==> config.mk <==
export PLATFORM = sky130hd
export DESIGN_NAME = bin_to_bcd_seq
export DESIGN_NICKNAME = d
export VERILOG_FILES = /design/src/rtl/bin_to_bcd_seq.sv
export SDC_FILE = /design/constraint.sdc
export NUM_CORES = 1
export LEC_CHECK = 0
export ABC_AREA = 1
export CELL_PAD_IN_SITES_DETAIL_PLACEMENT = 1
export CELL_PAD_IN_SITES_GLOBAL_PLACEMENT = 1
export CORE_AREA = 10 10 127 106
export CTS_CLUSTER_SIZE = 10
export DETAILED_ROUTE_END_ITERATION = 10
export DIE_AREA = 0 0 137 116
export DONT_BUFFER_PORTS = 1
export HOLD_SLACK_MARGIN = 0.12
export MAX_ROUTING_LAYER = met4
export PLACE_DENSITY_LB_ADDON = 0.1
export SKIP_CTS_REPAIR_TIMING = 1
export SYNTH_ARGS = -nofsm -noshare
export SYNTH_HDL_FRONTEND = slang
export SYNTH_SLANG_ARGS = --single-unit
==> constraint.sdc <==
create_clock -name clk -period 2.32 [get_ports clk]
set_input_delay 0.348 -clock clk [delete_from_list [all_inputs] [get_ports clk]]
set_output_delay 0.348 -clock clk [all_outputs]
set_load 0.02 [all_outputs]
==> src/rtl/bin_to_bcd_seq.sv <==
// Sequential binary-to-BCD converter (shift-and-add-3), one operand per request.
// Optional two's-complement input, leading-zero blanking mask and a
// truncation flag when the magnitude does not fit in DIGITS decimal digits.
module bin_to_bcd_seq #(
  parameter int BIN_W  = 16,
  parameter int DIGITS = 5
) (
  input  logic                clk,
  input  logic                rst,
  input  logic                start,
  input  logic [BIN_W-1:0]    bin,
  input  logic                is_signed,
  output logic                busy,
  output logic                done,
  output logic [4*DIGITS-1:0] bcd,
  output logic                neg,
  output logic                ovf,
  output logic [DIGITS-1:0]   lz_mask
);

  localparam int                ACC_W    = 4 * DIGITS;
  localparam int                CNT_W    = $clog2(BIN_W);
  localparam logic [CNT_W-1:0]  CNT_LAST = CNT_W'(BIN_W - 1);
  localparam logic [DIGITS-1:0] LZ_RST   = ~DIGITS'(1);

  typedef enum logic [1:0] {
    IDLE,
    CONV,
    FIN
  } state_t;

  state_t            state_q;
  logic [CNT_W-1:0]  cnt_q;
  logic [BIN_W-1:0]  sr_q;
  logic [ACC_W-1:0]  acc_q;
  logic              sign_q;
  logic              ovf_lat_q;

  logic              busy_q;
  logic              done_q;
  logic [ACC_W-1:0]  bcd_q;
  logic              neg_q;
  logic              ovf_q;
  logic [DIGITS-1:0] lz_q;

  logic              sign_d;
  logic [BIN_W-1:0]  mag_d;
  logic [ACC_W-1:0]  acc_adj_d;
  logic              ovf_lat_d;
  logic              zero_d;

  // Add 3 to every BCD digit that is 5 or more, so the next shift carries correctly.
  function automatic logic [ACC_W-1:0] add3_digits(input logic [ACC_W-1:0] acc);
    logic [ACC_W-1:0] res;
    logic [3:0]       dig;
    res = acc;
    for (int i = 0; i < DIGITS; i++) begin
      dig = acc[4*i +: 4];
      if (dig >= 4'd5) res[4*i +: 4] = dig + 4'd3;
    end
    return res;
  endfunction

  // Bit i set when digit i and every digit above it are zero; units digit never blanked.
  function automatic logic [DIGITS-1:0] lz_of(input logic [ACC_W-1:0] acc);
    logic [DIGITS-1:0] m;
    logic              upper_zero;
    m          = '0;
    upper_zero = 1'b1;
    for (int i = DIGITS - 1; i >= 1; i--) begin
      upper_zero = upper_zero & (acc[4*i +: 4] == 4'd0);
      m[i]       = upper_zero;
    end
    return m;
  endfunction

  // Operand magnitude/sign at the accepting edge, and one adjust step of the accumulator.
  always_comb begin
    sign_d    = is_signed & bin[BIN_W-1];
    mag_d     = sign_d ? (~bin + BIN_W'(1)) : bin;
    acc_adj_d = add3_digits(acc_q);
    // A set top bit after adjustment is shifted out: the value has reached 10^DIGITS.
    ovf_lat_d = ovf_lat_q | acc_adj_d[ACC_W-1];
    // Zero magnitude: empty accumulator and nothing was ever shifted out of it.
    zero_d    = (acc_q == '0) & ~ovf_lat_q;
  end

  // Conversion datapath: load on accept, one adjust-and-shift per CONV cycle.
  always_ff @(posedge clk) begin
    case (state_q)
      IDLE: begin
        if (start) begin
          sr_q      <= mag_d;
          acc_q     <= '0;
          sign_q    <= sign_d;
          ovf_lat_q <= 1'b0;
        end
      end
      CONV: begin
        acc_q     <= {acc_adj_d[ACC_W-2:0], sr_q[BIN_W-1]};
        sr_q      <= {sr_q[BIN_W-2:0], 1'b0};
        ovf_lat_q <= ovf_lat_d;
      end
      default: ;
    endcase
  end

  // Control FSM with registered handshake and result outputs.
  always_ff @(posedge clk or negedge rst) begin
    if (!rst) begin
      state_q <= IDLE;
      cnt_q   <= '0;
      busy_q  <= 1'b0;
      done_q  <= 1'b0;
      bcd_q   <= '0;
      neg_q   <= 1'b0;
      ovf_q   <= 1'b0;
      lz_q    <= LZ_RST;
    end else begin
      done_q <= 1'b0;
      case (state_q)
        IDLE: begin
          if (start) begin
            state_q <= CONV;
            cnt_q   <= '0;
            busy_q  <= 1'b1;
          end
        end
        CONV: begin
          cnt_q <= cnt_q + CNT_W'(1);
          if (cnt_q == CNT_LAST) state_q <= FIN;
        end
        FIN: begin
          bcd_q   <= acc_q;
          neg_q   <= sign_q & ~zero_d;
          ovf_q   <= ovf_lat_q;
          lz_q    <= lz_of(acc_q);
          done_q  <= 1'b1;
          busy_q  <= 1'b0;
          state_q <= IDLE;
        end
        default: state_q <= IDLE;
      endcase
    end
  end

  assign busy    = busy_q;
  assign done    = done_q;
  assign bcd     = bcd_q;
  assign neg     = neg_q;
  assign ovf     = ovf_q;
  assign lz_mask = lz_q;

endmodule
==> flow_metrics.py, run 1 <==
metrics = {
    "status": {
        "status": "finished clean",
    },
    "clocking": {
        "cts.sinks": 72,
        "cts_made_buffers": 9,
        "ctsLongestPathBuffers": 2,
        "h-tree-depth": 3,
        "worstSkewPairLatency_ns": 0.33,
        "path_clk_slew_ns": 0.06,
        "cts_root_buf": "clkbuf_16",
        "cts_tree": "built",
    },
    "pwr": {
        "power.total_mw": 5.97,
        "p_leak_nw": 1.90,
        "p_switching_mw": 2.35,
        "powerDensity_nw_per_um2": 1430,
        "comb_power_share": 0.333,
        "p_seq_frac": 0.449,
        "swShare": 0.393,
        "internal_power_mw": 3.62,
        "ir_worst_vdd_uv": 441,
        "pwr-share-clk": 0.218,
    },
    "critical_path": {
        "path_buf_inv": 1,
        "worstSetupPathType": "flop to flop",
        "end_kind": "flop",
        "startpoint_type": "flop",
        "r2r_setup_slack_ns": 0.64,
        "cpMaxStageDelayCell": "edfxtp_1",
        "crit_arrival_ns": 1.86,
        "reg2reg_depth": 7,
        "worstPathMaxFanout": 5,
        "r2r-end": "acc_q[6]",
        "required_ns": 2.50,
        "cp_slowest_stage_delay_ns": 0.49,
        "crit_path_frequent_cell": "nor2_1",
        "path_delay_family": "flip-flops",
        "crit_chain": "inv_1 -> ha_1 -> nand2_1 -> nor2_1 -> nor2_1 -> o21ai_0 -> a21oi_1",
        "r2r_start": "acc_q[4]",
    },
    "cells_and_area": {
        "fin_nets": 447,
        "final_cell_mix": "nand2_1, edfxtp_1, inv_1",
        "diodes": 0,
        "n_fill_cell": 1276,
        "instances_no_fill": 560,
        "layout.cells.most_common": "nand2_1",
        "synthToLayoutAreaGrowth_pct": 12.1,
        "finalCoreUtilization": 0.385,
        "drive_gt1_frac": 0.103,
    },
    "route": {
        "num_vias": 2714,
        "ant_nets": 0,
        "post_drt_via_cell_ratio": 4.85,
        "wl_per_cell_um": 15.9,
        "drc": 0,
        "firstDrtPassIters": 4,
        "drt_iter0_drc": 117,
        "drt_wl_total_mm": 8.89,
    },
    "place": {
        "portBuffers": 0,
        "hpwl_mm": 6.43,
        "place_inst": 542,
        "place_congestion": 0.755,
    },
    "timing": {
        "min_period_ns": 1.68,
        "finalClockSkew_ns": 0.00711,
        "hold_viol": 0,
        "fmax_ghz": 0.595,
        "rsz0062_at_grt": "false",
        "setup_tns_ns": 0,
        "slew_violations": 0,
        "slew_headroom": 0.669,
        "worstMarginPinSlew_ns": 0.491,
        "post-route-period-util": 0.724,
        "setup_violations": 0,
    },
    "yosys": {
        "netlist.top_cell.by_area": "edfxtp_1",
        "synth_area_per_cell_um2": 9.20,
        "synthFlopType": "edfxtp_1",
        "synth-edff-count": 38,
        "synth_fp_nets": 440,
        "synth.area.top_cells": "edfxtp_1, dfrtp_1, nand2_1",
        "netlist_area_um2": 3720,
        "ys_ff_latch": 72,
        "ys_seq_area_frac": 0.537,
        "async_flop_share": 0.472,
        "synth_warnings": 0,
        "synth.distinct_cells": 33,
        "synth.top_cell.area_share": 0.307,
        "syn_inst": 404,
    },
    "hold_path": {
        "worstHoldPathType": "input pin to flop",
        "min-delay-start": "bin[15]",
        "hold_path_depth": 2,
        "whs_endpoint": "sr_q[15]",
    },
    "global_route": {
        "grt_use_total": 0.121,
        "grt_max_degree": 35,
        "grt_overflow": 0,
        "grt_pass1_vias": 2784,
        "antenna_found_initial": 0,
        "grt_pass1_wl_mm": 14.6,
    },
    "floorplanning": {
        "initial_core_util": 0.344,
        "die_h_um": 116,
        "die_x_um": 137,
        "io_pins": 49,
        "core-area_um2": 10800,
        "rows": 34,
        "dieArea_um2": 15900,
    },
    "flow_run": {
        "maxCapViolations": 0,
    },
}
cell type report:
| class | count | area (um^2) | area share |
|---|---|---|---|
| Sequential cell | 72 | 2000 | 0.479 |
| Multi-Input combinational cell | 280 | 1480 | 0.355 |
| Clock buffer | 13 | 262 | 0.0628 |
| Tap cell | 144 | 180 | 0.0433 |
| Inverter | 41 | 154 | 0.0369 |
| Timing Repair Buffer | 7 | 80.1 | 0.0192 |
| Clock inverter | 3 | 15.0 | 0.00360 |
per-stage QoR:
stage,worst slack (ns),hold slack (ns),instance area [um^2]
floorplan,0.411,0.0524,3720
global placement,0.644,0.0535,3860
detailed placement,0.629,0.0536,3860
CTS,0.596,-0.303,4140
global route,0.445,0.251,4170
finish,0.639,0.257,4170
cell usage after synthesis, drive strengths merged (2+ instances only):
cell type  count
xor2           9
nor3           5
nor2          31
ha            16
dfrtp         30
o21ai         44
buf           11
dfstp          4
a31oi          2
nand3         32
inv           41
or2            2
nand2        112
edfxtp        38
nand4          3
a21oi         16
layer usage:
layer | wire length, um | track usage | vias to the layer above
met5 | 0 | - | -
met4 | 111 | 0.0379 | 0
met3 | 464 | 0.0411 | 14
met2 | 4050 | 0.182 | 39
met1 | 4270 | 0.152 | 1310
li1 | - | - | 1351
worst reg2reg max path: cells and delay by family, from the launching register on:
family | cells | cell delay, ns
flip-flops | 1 | 0.49
AND/OR/NAND/NOR | 3 | 0.45
buffers and inverters | 1 | 0.12
AO/OA/AOI/OAI | 2 | 0.25
adder cells (fa/ha/maj) | 1 | 0.24
worst max-delay path by stage:
| stage | start | end | depth (start not counted) |
|---|---|---|---|
| global placement | acc_q[4] | acc_q[5] | 7 |
| floorplan | state_q[0] | acc_q[0] | 4 |
| finish | acc_q[4] | acc_q[6] | 7 |
| global route | acc_q[16] | acc_q[18] | 7 |
| CTS | acc_q[4] | acc_q[6] | 7 |
| detailed placement | acc_q[4] | acc_q[5] | 7 |
state kept, by name, indices dropped and copies added (netlist names):
| name | count |
|---|---|
| acc_q | 20 |
| neg | 1 |
| sr_q | 16 |
| busy | 1 |
| done | 1 |
| ovf_lat_q | 1 |
| cnt_q | 4 |
| sign_q | 1 |
| ovf | 1 |
| bcd | 20 |
| lz_mask | 4 |
| state_q | 2 |
logic make-up (layout without fill, tap and decap cells):
kind of cell,count (synthesis),after routing,share of synthesized area
AO/OA/AOI/OAI,66,66,0.104
XOR/XNOR,10,10,0.0236
flip-flops,72,72,0.537
other,1,1,0.00101
buffers and inverters,52,64,0.0650
AND/OR/NAND/NOR,187,187,0.215
adder cells (fa/ha/maj),16,16,0.0539
power by group through the flow:
stage / Clock [mW] / Combinational, mW / Sequential [mW]
2_1_floorplan: 0 / 1.55 / 2.59
3_3_place_gp: 0 / 1.98 / 2.70
3_5_place_dp: 0 / 2.03 / 2.71
4_1_cts: 1.34 / 2.04 / 2.70
5_1_grt: 1.40 / 2.38 / 2.77
6_report: 1.30 / 1.99 / 2.68
No activity file was read; power rests on OpenSTA's default activity.
==> run 2, diff against run 1 <==
clock period = 1.3 ns   (was 2.32 ns; I/O delays follow)
==> run 2 against run 1 <==
The flow now finishes with violations (negative setup slack). Routed wire length rose by 11%. Worst hold slack got worse by 0.14 ns. Die area did not move. Worst setup slack got worse by 0.77 ns. Global-route usage up 0.40 points. Critical path type unchanged. Critical endpoint is now acc_q[17].
==> flow_metrics.py, run 2 (synthesis gave the netlist of run 1 again) <==
metrics = {
    "route": {
        "ant_nets": 0,
        "drt_wl_total_mm": 9.87,
        "drc": 0,
        "drt_iter0_drc": 140,
        "firstDrtPassIters": 4,
        "wl_per_cell_um": 15.9,
        "post_drt_via_cell_ratio": 4.79,
        "num_vias": 2980,
    },
    "timing": {
        "slew_headroom": 0.656,
        "fmax_ghz": 0.697,
        "fin_ws_ns": -0.134,
        "setup_tns_ns": -1.09,
        "setup_violations": 17,
        "hold_viol": 0,
        "post-route-period-util": 1.10,
        "worstMarginPinSlew_ns": 0.510,
        "slew_violations": 0,
        "rsz0062_at_grt": "true",
        "finalClockSkew_ns": 0.00761,
        "min_period_ns": 1.43,
    },
    "pwr": {
        "p_leak_nw": 2.28,
        "powerDensity_nw_per_um2": 2680,
        "ir_worst_vdd_uv": 847,
    },
    "clocking": {
        "cts_root_buf": "clkbuf_16",
        "cts.sinks": 72,
        "cts_made_buffers": 9,
        "ctsLongestPathBuffers": 2,
        "worstSkewPairLatency_ns": 0.34,
        "cts_tree": "built",
        "path_clk_slew_ns": 0.06,
        "h-tree-depth": 3,
    },
    "global_route": {
        "use_met2": 0.191,
        "grt_pass1_vias": 2944,
        "grt_busiest_layer": "met2",
        "met3_usage": 0.0454,
        "antenna_found_initial": 0,
        "grt_use_total": 0.125,
        "grt_pass1_wl_mm": 15.1,
        "met1_usage": 0.154,
        "grt_overflow": 0,
        "grt_max_degree": 35,
    },
    "status": {
        "status": "finished with violations",
        "violations": "negative setup slack",
    },
    "cells_and_area": {
        "diodes": 0,
        "final_cell_mix": "nand2_1, buf_4, edfxtp_1",
        "n_fill_cell": 1244,
        "synthToLayoutAreaGrowth_pct": 36.6,
        "fin_nets": 509,
        "layout.cells.most_common": "nand2_1",
        "drive_gt1_frac": 0.333,
    },
    "floorplanning": {
        "rows": 34,
        "core-area_um2": 10800,
        "die_x_um": 137,
        "initial_core_util": 0.344,
        "dieArea_um2": 15900,
        "io_pins": 49,
        "die_h_um": 116,
    },
    "hold_path": {
        "worstHoldPathType": "input pin to flop",
        "hold_path_depth": 3,
        "min-delay-start": "bin[14]",
        "whs_endpoint": "sr_q[14]",
    },
    "flow_run": {
        "maxCapViolations": 0,
    },
    "critical_path": {
        "r2r-end": "acc_q[17]",
        "reg2reg_depth": 7,
        "end_kind": "flop",
        "startpoint_type": "flop",
        "r2r_setup_slack_ns": -0.13,
        "worstPathMaxFanout": 4,
        "crit_arrival_ns": 1.52,
        "worstSetupPathType": "flop to flop",
        "r2r_start": "acc_q[16]",
        "required_ns": 1.39,
    },
    "place": {
        "hpwl_mm": 7.23,
        "portBuffers": 0,
        "dp_worst_setup_slack_ns": -0.196,
        "place_congestion": 0.806,
    },
}
==> run 2: worst max-delay path, cell delays in order, from the launching register on <==
cell and delay [ns]:
edfxtp_1 0.42, inv_2 0.14, ha_4 0.15, inv_4 0.04, o21ai_4 0.13, nand2_2 0.10, o21ai_1 0.14, a21oi_1 0.07
==> run 2: worst max path at each step <==
stage	startpoint	to	slack (ns)	cells past startpoint
2_1_floorplan	acc_q[16]	acc_q[17]	-0.04	7
3_3_place_gp	acc_q[16]	lz_mask[1]	-0.16	6
3_5_place_dp	acc_q[9]	acc_q[9]	-0.20	6
4_1_cts	acc_q[9]	acc_q[9]	-0.21	6
5_1_grt	acc_q[0]	neg	-0.25	7
6_report	acc_q[16]	acc_q[17]	-0.13	7
==> run 2: stage by stage <==
step	total power [mW]	hold slack [ns]	cells	utilization	cell area, um^2
6_report	13.6	0.116	622	0.470	5080
5_1_grt	14.6	0.122	622	0.470	5080
4_1_cts	12.5	-0.476	606	0.432	4670
3_5_place_dp	9.94	-0.0994	590	0.404	4370
3_3_place_gp	9.76	-0.0994	590	0.404	4370
2_1_floorplan	7.60	-0.101	404	-	3780
==> run 2: layer usage <==
| metal | share of wire | up-vias | routed length, um |
|---|---|---|---|
| met2 | 0.47 | 36 | 4670 |
| met3 | 0.052 | 11 | 511 |
| li1 | - | 1473 | - |
| met1 | 0.46 | 1460 | 4580 |
| met5 | 0 | - | 0 |
| met4 | 0.010 | 0 | 103 |
==> run 2: area by class of cell <==
cell class / count / area (um^2) / share of cell area
clock buffer: 10 / 229 / 0.0451
clock inverter: 6 / 68.8 / 0.0136
inverter: 41 / 156 / 0.0308
multi-input combinational: 280 / 1790 / 0.353
sequential: 72 / 2000 / 0.393
tap: 144 / 180 / 0.0355
timing repair buffer: 69 / 654 / 0.129
==> run 2: power by group <==
part           switching [mW]  total [mW]  leakage [nW]  internal [mW]
Sequential              0.933        4.78         0.840           3.85
Clock                   0.994        2.49         0.139           1.49
Combinational            3.35        6.34          1.30           2.99
==> run 3, diff against run 2 <==
GPL_ROUTABILITY_DRIVEN = 0   (was unset)
SLEW_MARGIN = 5   (was unset)
==> results of run 3 <==
Same layout as run 2: the final DEF is identical, and so are final timing and power.
